**src/rtl/i2c_reg_ctrl.sv**
```systemverilog
// i2c_reg_ctrl: sequences the i2c_bit_shift byte engine through complete
// single-register write and random-read transactions.
//
// Ports:
//   clk, rst_n           clock, async active-low reset
//   wr_req, rd_req       user requests (write wins a tie), sampled in IDLE
//   dev_addr, reg_addr   7-bit slave address, register address
//   wr_data              byte to write
//   busy, done           transaction in progress / one-cycle end pulse
//   ack_err              slave NACKed an address or write byte
//   rd_data, rd_valid    read result / one-cycle pulse on a good read
//   cmd, tx_data         byte command and payload to the shifter
//   work_en              one-cycle start pulse per byte to the shifter
//   trans_done, ack_i    byte complete / slave ACK bit (0 = ACK)
//   rx_data              received byte from the shifter
module i2c_reg_ctrl #(
    parameter int ADDR_BYTES = 1
) (
    input  logic        clk,
    input  logic        rst_n,
    input  logic        wr_req,
    input  logic        rd_req,
    input  logic [6:0]  dev_addr,
    input  logic [15:0] reg_addr,
    input  logic [7:0]  wr_data,
    output logic        busy,
    output logic        done,
    output logic        ack_err,
    output logic [7:0]  rd_data,
    output logic        rd_valid,
    output logic [5:0]  cmd,
    output logic        work_en,
    output logic [7:0]  tx_data,
    input  logic        trans_done,
    input  logic        ack_i,
    input  logic [7:0]  rx_data
);

    typedef enum logic [1:0] {
        IDLE,
        ISSUE,
        WAIT,
        FINISH
    } state_t;

    localparam logic [2:0] WR_LAST = 3'(ADDR_BYTES + 1);
    localparam logic [2:0] RD_LAST = 3'(ADDR_BYTES + 2);

    state_t      state;
    logic        op_rd;
    logic [6:0]  dev_q;
    logic [15:0] reg_q;
    logic [7:0]  wdat_q;
    logic [2:0]  idx;
    logic [2:0]  last_idx;

    assign last_idx = op_rd ? RD_LAST : WR_LAST;

    // {cmd, tx_data} for byte i of the transaction
    function automatic logic [13:0] sched(
        input logic        rd,
        input logic [6:0]  dev,
        input logic [15:0] ra,
        input logic [7:0]  wd,
        input logic [2:0]  i
    );
        logic [13:0] b;
        if (i == 3'd0) begin
            b = {6'b000011, dev, 1'b0};
        end else if (i <= 3'(ADDR_BYTES)) begin
            b = {6'b000001,
                 (ADDR_BYTES == 2 && i == 3'd1) ? ra[15:8] : ra[7:0]};
        end else if (i == 3'(ADDR_BYTES + 1)) begin
            b = rd ? {6'b000011, dev, 1'b1} : {6'b001001, wd};
        end else begin
            b = {6'b101100, 8'h00};
        end
        return b;
    endfunction

    always_ff @(posedge clk or negedge rst_n) begin
        if (!rst_n) begin
            state    <= IDLE;
            op_rd    <= 1'b0;
            dev_q    <= '0;
            reg_q    <= '0;
            wdat_q   <= '0;
            idx      <= '0;
            busy     <= 1'b0;
            done     <= 1'b0;
            ack_err  <= 1'b0;
            rd_data  <= '0;
            rd_valid <= 1'b0;
            cmd      <= '0;
            tx_data  <= '0;
            work_en  <= 1'b0;
        end else begin
            done     <= 1'b0;
            rd_valid <= 1'b0;
            work_en  <= 1'b0;
            unique case (state)
                IDLE: begin
                    if (wr_req || rd_req) begin
                        op_rd          <= !wr_req;
                        dev_q          <= dev_addr;
                        reg_q          <= reg_addr;
                        wdat_q         <= wr_data;
                        idx            <= '0;
                        ack_err        <= 1'b0;
                        {cmd, tx_data} <= sched(!wr_req, dev_addr,
                                                reg_addr, wr_data, 3'd0);
                        work_en        <= 1'b1;
                        busy           <= 1'b1;
                        state          <= ISSUE;
                    end
                end
                ISSUE: state <= WAIT;
                WAIT: begin
                    if (trans_done) begin
                        if (idx == last_idx) begin
                            // the final read byte is master-NACKed,
                            // so ack_i carries no slave status there
                            if (op_rd) rd_data <= rx_data;
                            else       ack_err <= ack_i;
                            rd_valid <= op_rd;
                            done     <= 1'b1;
                            state    <= FINISH;
                        end else if (ack_i) begin
                            ack_err <= 1'b1;
                            done    <= 1'b1;
                            state   <= FINISH;
                        end else begin
                            idx            <= idx + 3'd1;
                            {cmd, tx_data} <= sched(op_rd, dev_q, reg_q,
                                                    wdat_q, idx + 3'd1);
                            work_en        <= 1'b1;
                            state          <= ISSUE;
                        end
                    end
                end
                FINISH: begin
                    busy  <= 1'b0;
                    state <= IDLE;
                end
                default: state <= IDLE;
            endcase
        end
    end

endmodule

```
**config.mk**
```make
export PLATFORM = sky130hd
export DESIGN_NAME = i2c_reg_ctrl
export DESIGN_NICKNAME = d
export VERILOG_FILES = /design/src/rtl/i2c_reg_ctrl.sv
export SDC_FILE = /design/constraint.sdc
export NUM_CORES = 1
export LEC_CHECK = 0
export BUFFER_PORTS_ARGS = -buffer_cell sky130_fd_sc_hd__buf_2
export CAP_MARGIN = 30
export CELL_PAD_IN_SITES_DETAIL_PLACEMENT = 0
export CELL_PAD_IN_SITES_GLOBAL_PLACEMENT = 1
export CORE_MARGIN = 1
export CORE_UTILIZATION = 35
export DETAILED_ROUTE_END_ITERATION = 12
export MAX_ROUTING_LAYER = met4
export PLACE_DENSITY = 0.74
export SLEW_MARGIN = 25
export SYNTH_ARGS = -nofsm -noshare
export SYNTH_HDL_FRONTEND = slang
export SYNTH_SLANG_ARGS = --single-unit
```
**constraint.sdc**
```tcl
create_clock -name clk -period 2 [get_ports clk]
set_clock_uncertainty 0.05 [all_clocks]
set_input_delay 0.1 -clock clk [delete_from_list [all_inputs] [get_ports clk]]
set_output_delay 0.1 -clock clk [all_outputs]
set_load 0.005 [all_outputs]
```
==> metrics.txt, run 1 <==
Placed Area=~3000 um2; CP Class=reg -> reg; PnR worst setup slack=17.2 ps; fin util=between 50% and 60%; routed vias=between 2,000 and 2,500; Inst Count DP=415; post-synthesis net count=between 200 and 300; Max Slew Vio Count=0; largest net degree at the start of global routing=30; RR Startpoint=idx[0]$_DFFE_PN0P_; Initial Util=between 30% and 40%; Setup TNS=0 ps; sequential fraction of the synthesis area=between 50% and 60%; Startpoint Class=flop; Period minus WS final=1980 ps; slew margin rel.=58.4%; commonest non-fill, non-tap cells in the layout=nand2_1, buf_2, dfrtp_1; DR vias/cell=4.67; RD Place Congestion=between 0.8 and 0.9; clk buf depth=2; CP endpoint kind=flop; Port Buffers=62; # setup viols final=0; Synth cell types=41; top-area cell type share of the netlist area=around 55%; Post-DRT Antenna Nets=0; EDFF count, synth=0; final routed DRC violation total=0; Syn Area/Cell=9.91 um2; post-route cell area=roughly 3600 um2; maximum VDD drop=approximately 510 uV; leading area contributor after synthesis=dfrtp_1; Syn Std Cell Area=about 2500 um2; CTS buffer count=5; worst-margin pin slew=624 ps; clock sinks=54; met2 routed WL=2990 um; initial antenna violation count=0; Top Layer Used=met4; global-route wire length before repair=9960 um; met3 wire len=~160 um; CP max FO=3; status=completed; detailed placement HPWL=roughly 4200 um; share of cells above drive strength 1=about 32%; M1 WL=2800 um; Fin. Hold Viols=0; Gate Count Post-Synth=250; Clock Latency Late Sink=310 ps; # IOs=72; CORE AREA=around 7000 um2; Die H=about 86 um; Synth area leaders=dfrtp_1, nand2_1, mux2_2, a21oi_1, o2bb2ai_1; CTS tree=built; pre-CTS setup slack=-16.6 ps; Hold Startpoint=rd_req; LEAKAGE=between 1.5 and 2 nW; vias in the first global route=around 2,100; Die Area=about 7400 um2; Worst Path Arrival=approximately 2200 ps; most common cell after layout, fill and taps aside=nand2_1; final non-filler cell total=460; hold crit path type=in -> reg; fraction of registers with async set/reset=between 90% and 100%; drt total wl=between 6000 and 7000 um; RSZ-0062 raised after global routing=true; Synth Flop Type=dfrtp_1; gr usage total=18.0%; H-tree depth=2; root buf cell=clkbuf_8; Power per Cell Area=about 1300 nW/um2; final net count=roughly 410; Final period util=slightly below 100%; Cell Rows=30; Storage cell area=~1400 um2; n_diodes=0; Multi-input gate area=1110 um2; WL/cell=13.2 um; Yosys warning count=0; area delta synth->final=44.3%; filler cell count=a little under 700; Fmax=between 0.5 and 0.6 GHz; Clk pin slew, worst setup/hold paths=about 100 ps; Critical Path Source=idx[0]$_DFFE_PN0P_; Synth Register Bits=54; DIE WIDTH=86.2 um; DRT Pass-1 Iters=4; WP data required=2190 ps; total grt overflow=0; DRT iter0 DRCs=roughly 100; MaxCap Viol Count=0
[final timing paths]
path	to	cells past startpoint	slack, ps
max	tx_data[2]$_DFFE_PN0P_	9	20
min	op_rd$_DFFE_PN0P_	3	50
min reg2reg	wdat_q[4]$_DFFE_PN0P_	2	430
max in group asynchronous	wdat_q[1]$_DFFE_PN0P_	3	1040
min in group asynchronous	cmd[3]$_DFFE_PN0P_	2	280
max reg2reg	tx_data[2]$_DFFE_PN0P_	9	20
[layout make-up]
class	instances	share of cell area [%]
Clock buffer	6	2.03
Clock inverter	2	1.05
Inverter	6	0.979
Multi-Input combinational cell	179	31.1
Sequential cell	54	37.8
Tap cell	96	3.36
Timing Repair Buffer	117	23.7
[cells by family after synthesis]
logic type	Yosys count	share of synthesized area, %
other cells	1	0.151
compound gates	44	12.4
flops	54	54.5
simple gates	113	19.7
xor+xnor	2	0.707
buf+inv	17	3.99
mux	15	6.51
fa+ha+maj	4	2.02
[cell usage after synthesis (2+ instances only)]
cell type / number
a21oi_1: 13
a221oi_1: 6
and2_1: 2
and3_1: 9
buf_4: 2
buf_6: 2
clkbuf_1: 6
dfrtp_1: 54
ha_1: 4
inv_1: 5
mux2_2: 9
mux2i_1: 6
nand2_1: 74
nand2b_1: 2
nand3_1: 2
nor2_1: 14
nor2b_1: 3
o211ai_1: 2
o21a_1: 2
o21ai_0: 2
o21ai_1: 2
o2bb2ai_1: 7
o31ai_1: 3
xnor2_1: 2
[what timing repair did]
item | CTS | global route
setup endpoints to repair | 3 | 19
pin swaps | 0 | 2
hold buffers | 33 | 0
setup buffers | 1 | 3
hold endpoints to repair | 57 | 0
gates resized for setup | 1 | 15
[critical path: stages, from the launching register on]
cell,delay (ps)
dfrtp_1,390
inv_1,60
ha_1,300
or2b_1,240
buf_4,150
a21boi_4,160
buf_4,140
o2bb2ai_1,160
a221oi_2,110
a21oi_1,160
[per-layer routing]
layer / up-vias / GRT usage [%]
met1: 1018 / 22.7
met3: 12 / 3.27
met2: 42 / 29.1
li1: 1077 / -
met5: - / -
met4: 0 / 6.06
[power by group]
part	switching (mW)	internal, mW	leakage [nW]
Combinational	1.14	1.05	1.08
Sequential	0.258	1.51	0.676
Clock	0.361	0.374	0.0514
Total	1.76	2.94	1.81
[sequential cells by signal, summed over array words and instances, names as in the netlist, 2 cells and up]
name / count
dev_q: 7
cmd: 4
wdat_q: 8
state: 2
tx_data: 8
rd_data: 8
idx: 3
reg_q: 8
[through the flow]
step	total power, mW	hold slack, ps
after detailed placement	3.67	110
final	4.70	48.6
after global routing	5.08	70.1
after CTS	4.47	30.9
after global placement	3.63	112
after floorplan	2.97	-246
No activity file was read; power rests on OpenSTA's default activity.
==> run 2, diff against run 1 <==
- PLACE_DENSITY: 0.74 -> unset
- PLACE_DENSITY_LB_ADDON: unset -> 0.1
==> metrics.txt, run 2 (synthesized netlist as in run 1, its figures left out) <==
# IOs=72 (unchanged); Die Area=7420 um2 (unchanged); WP data required=2170 ps (-20 ps); CTS buffer count=5 (unchanged); final non-filler cell total=460 (unchanged); total grt overflow=0 (unchanged); root buf cell=clkbuf_8; Hold Startpoint=trans_done; worst reg2reg path depth=7 (-2); Startpoint Class=flop; Multi-input gate area=1090 um2 (-1.8%); Die H=86.2 um (unchanged); CP Class=reg -> reg; reg-to-reg slack, setup=60 ps (+40 ps); global-route wire length before repair=10,200 um (+2.4%); H-tree depth=2 (unchanged); initial antenna violation count=0 (unchanged); drt total wl=6160 um (+1.2%); post-route cell area=3540 um2 (-1.0%); clk buf depth=2 (unchanged); routed vias=2,129 (-0.93%); Fmax=0.516 GHz (+2.3%); RR Startpoint=idx[1]$_DFFE_PN0P_; fin util=51.8% (-0.55 points); filler cell count=668 (-1.6%); WHS Path Cells=3 (unchanged); Period minus WS final=1940 ps (-43.8 ps); largest net degree at the start of global routing=28 (-6.7%); Cell Rows=30 (unchanged); Max Slew Vio Count=0 (unchanged); Clk pin slew, worst setup/hold paths=100 ps (about the same); gr usage total=18.4% (+0.47 points); clock sinks=54 (unchanged); hold crit path type=in -> reg; detailed placement HPWL=4190 um (+0.28%); CORE AREA=6830 um2 (unchanged); final net count=412 (unchanged); Initial Util=36.3% (unchanged); WHS=37.8 ps (-10.8 ps); CP endpoint kind=flop; commonest non-fill, non-tap cells in the layout=nand2_1, buf_2, dfrtp_1; Inst Count DP=418 (+0.72%); Fin. Hold Viols=0 (unchanged); Final period util=96.9% (-2.2 points); Post-DRT Antenna Nets=0 (unchanged); worst-margin pin slew=656 ps (+32.2 ps); DRT Pass-1 Iters=6 (+2); CP max FO=10 (+7); Clock Latency Late Sink=300 ps (about the same); Power per Cell Area=1280 nW/um2 (-2.3%); overall power=4.55 mW (-3.3%); slew margin rel.=56.2% (-2.1 points); maximum VDD drop=540 uV (+5.8%); MaxCap Viol Count=0 (unchanged); Placed Area=3020 um2 (+0.75%); n_diodes=0 (unchanged); status=completed; Storage cell area=1350 um2 (unchanged); area delta synth->final=42.8%; Port Buffers=62 (unchanged); most common cell after layout, fill and taps aside=nand2_1; Worst Path Arrival=2110 ps (-60 ps); DRT iter0 DRCs=93 (-9.7%); final routed DRC violation total=0 (unchanged); share of cells above drive strength 1=31.9% (-0.27 points); DR vias/cell=4.63 (-0.93%); DIE WIDTH=86.2 um (unchanged); WL/cell=13.4 um (+1.2%); LEAKAGE=1.80 nW (-0.75%); CTS tree=built; vias in the first global route=2,021 (-4.2%); # setup viols final=0 (unchanged); Critical Path Source=idx[1]$_DFFE_PN0P_; RD Place Congestion=0.813 (+1.0%)
-- run 2: cell counts in the layout (fill, tap and decap cells not counted) --
No cell type changed its count.
-- run 2: through the flow --
step                setup slack (ps)  TNS, ps
detailed placement              23.7        0
finish                          61.0        0
CTS                             23.0        0
floorplan                       27.1        0
global placement                12.8        0
global route                   -9.36    -22.7
-- run 2: worst paths after layout --
path | endpoint
worst max-delay path | cmd[2]$_DFFE_PN0P_
worst min-delay path | done$_DFF_PN0_
worst max register to register | cmd[2]$_DFFE_PN0P_
worst min register to register | cmd[3]$_DFFE_PN0P_
max in group asynchronous | idx[0]$_DFFE_PN0P_
min in group asynchronous | tx_data[7]$_DFFE_PN0P_
-- run 2: critical path, cell delays in order (launching register included) --
cell     delay [ps]
dfrtp_1         440
ha_2            220
xnor2_1         120
buf_4           150
and2_4          160
buf_6           130
or3_1           390
o31ai_1         200
-- run 2: power by group --
group | switching (mW) | internal, mW | total, mW
sequential | 0.252 | 1.51 | 1.77
combinational | 1.11 | 0.935 | 2.05
clock | 0.360 | 0.374 | 0.734
-- run 2: what timing repair did --
| action | CTS | global route |
|---|---|---|
| buffers inserted | 0 | 1 |
| pin swaps | 0 | 5 |
| setup endpoints to repair | 1 | 10 |
| hold buffers | 33 | 0 |
| resized for setup | 1 | 14 |
| endpoints found under the hold margin | 57 | 0 |
| gates cloned | 0 | 0 |
-- run 2: final cells by class --
| type | instances | share of cell area (%) |
|---|---|---|
| Tap cell | 96 | 3.39 |
| Multi-Input combinational cell | 179 | 30.9 |
| Timing Repair Buffer | 117 | 23.4 |
| Clock inverter | 2 | 1.06 |
| Clock buffer | 6 | 2.05 |
| Inverter | 6 | 0.990 |
| Sequential cell | 54 | 38.2 |
-- run 2: layer usage --
metal,vias to the layer above,part of all wire (%),track usage (%)
met3,8,2.6,3.46
met4,0,1.3,4.39
met2,40,45,26.5
met1,1004,51,26.8
li1,1077,-,-
met5,-,0,-
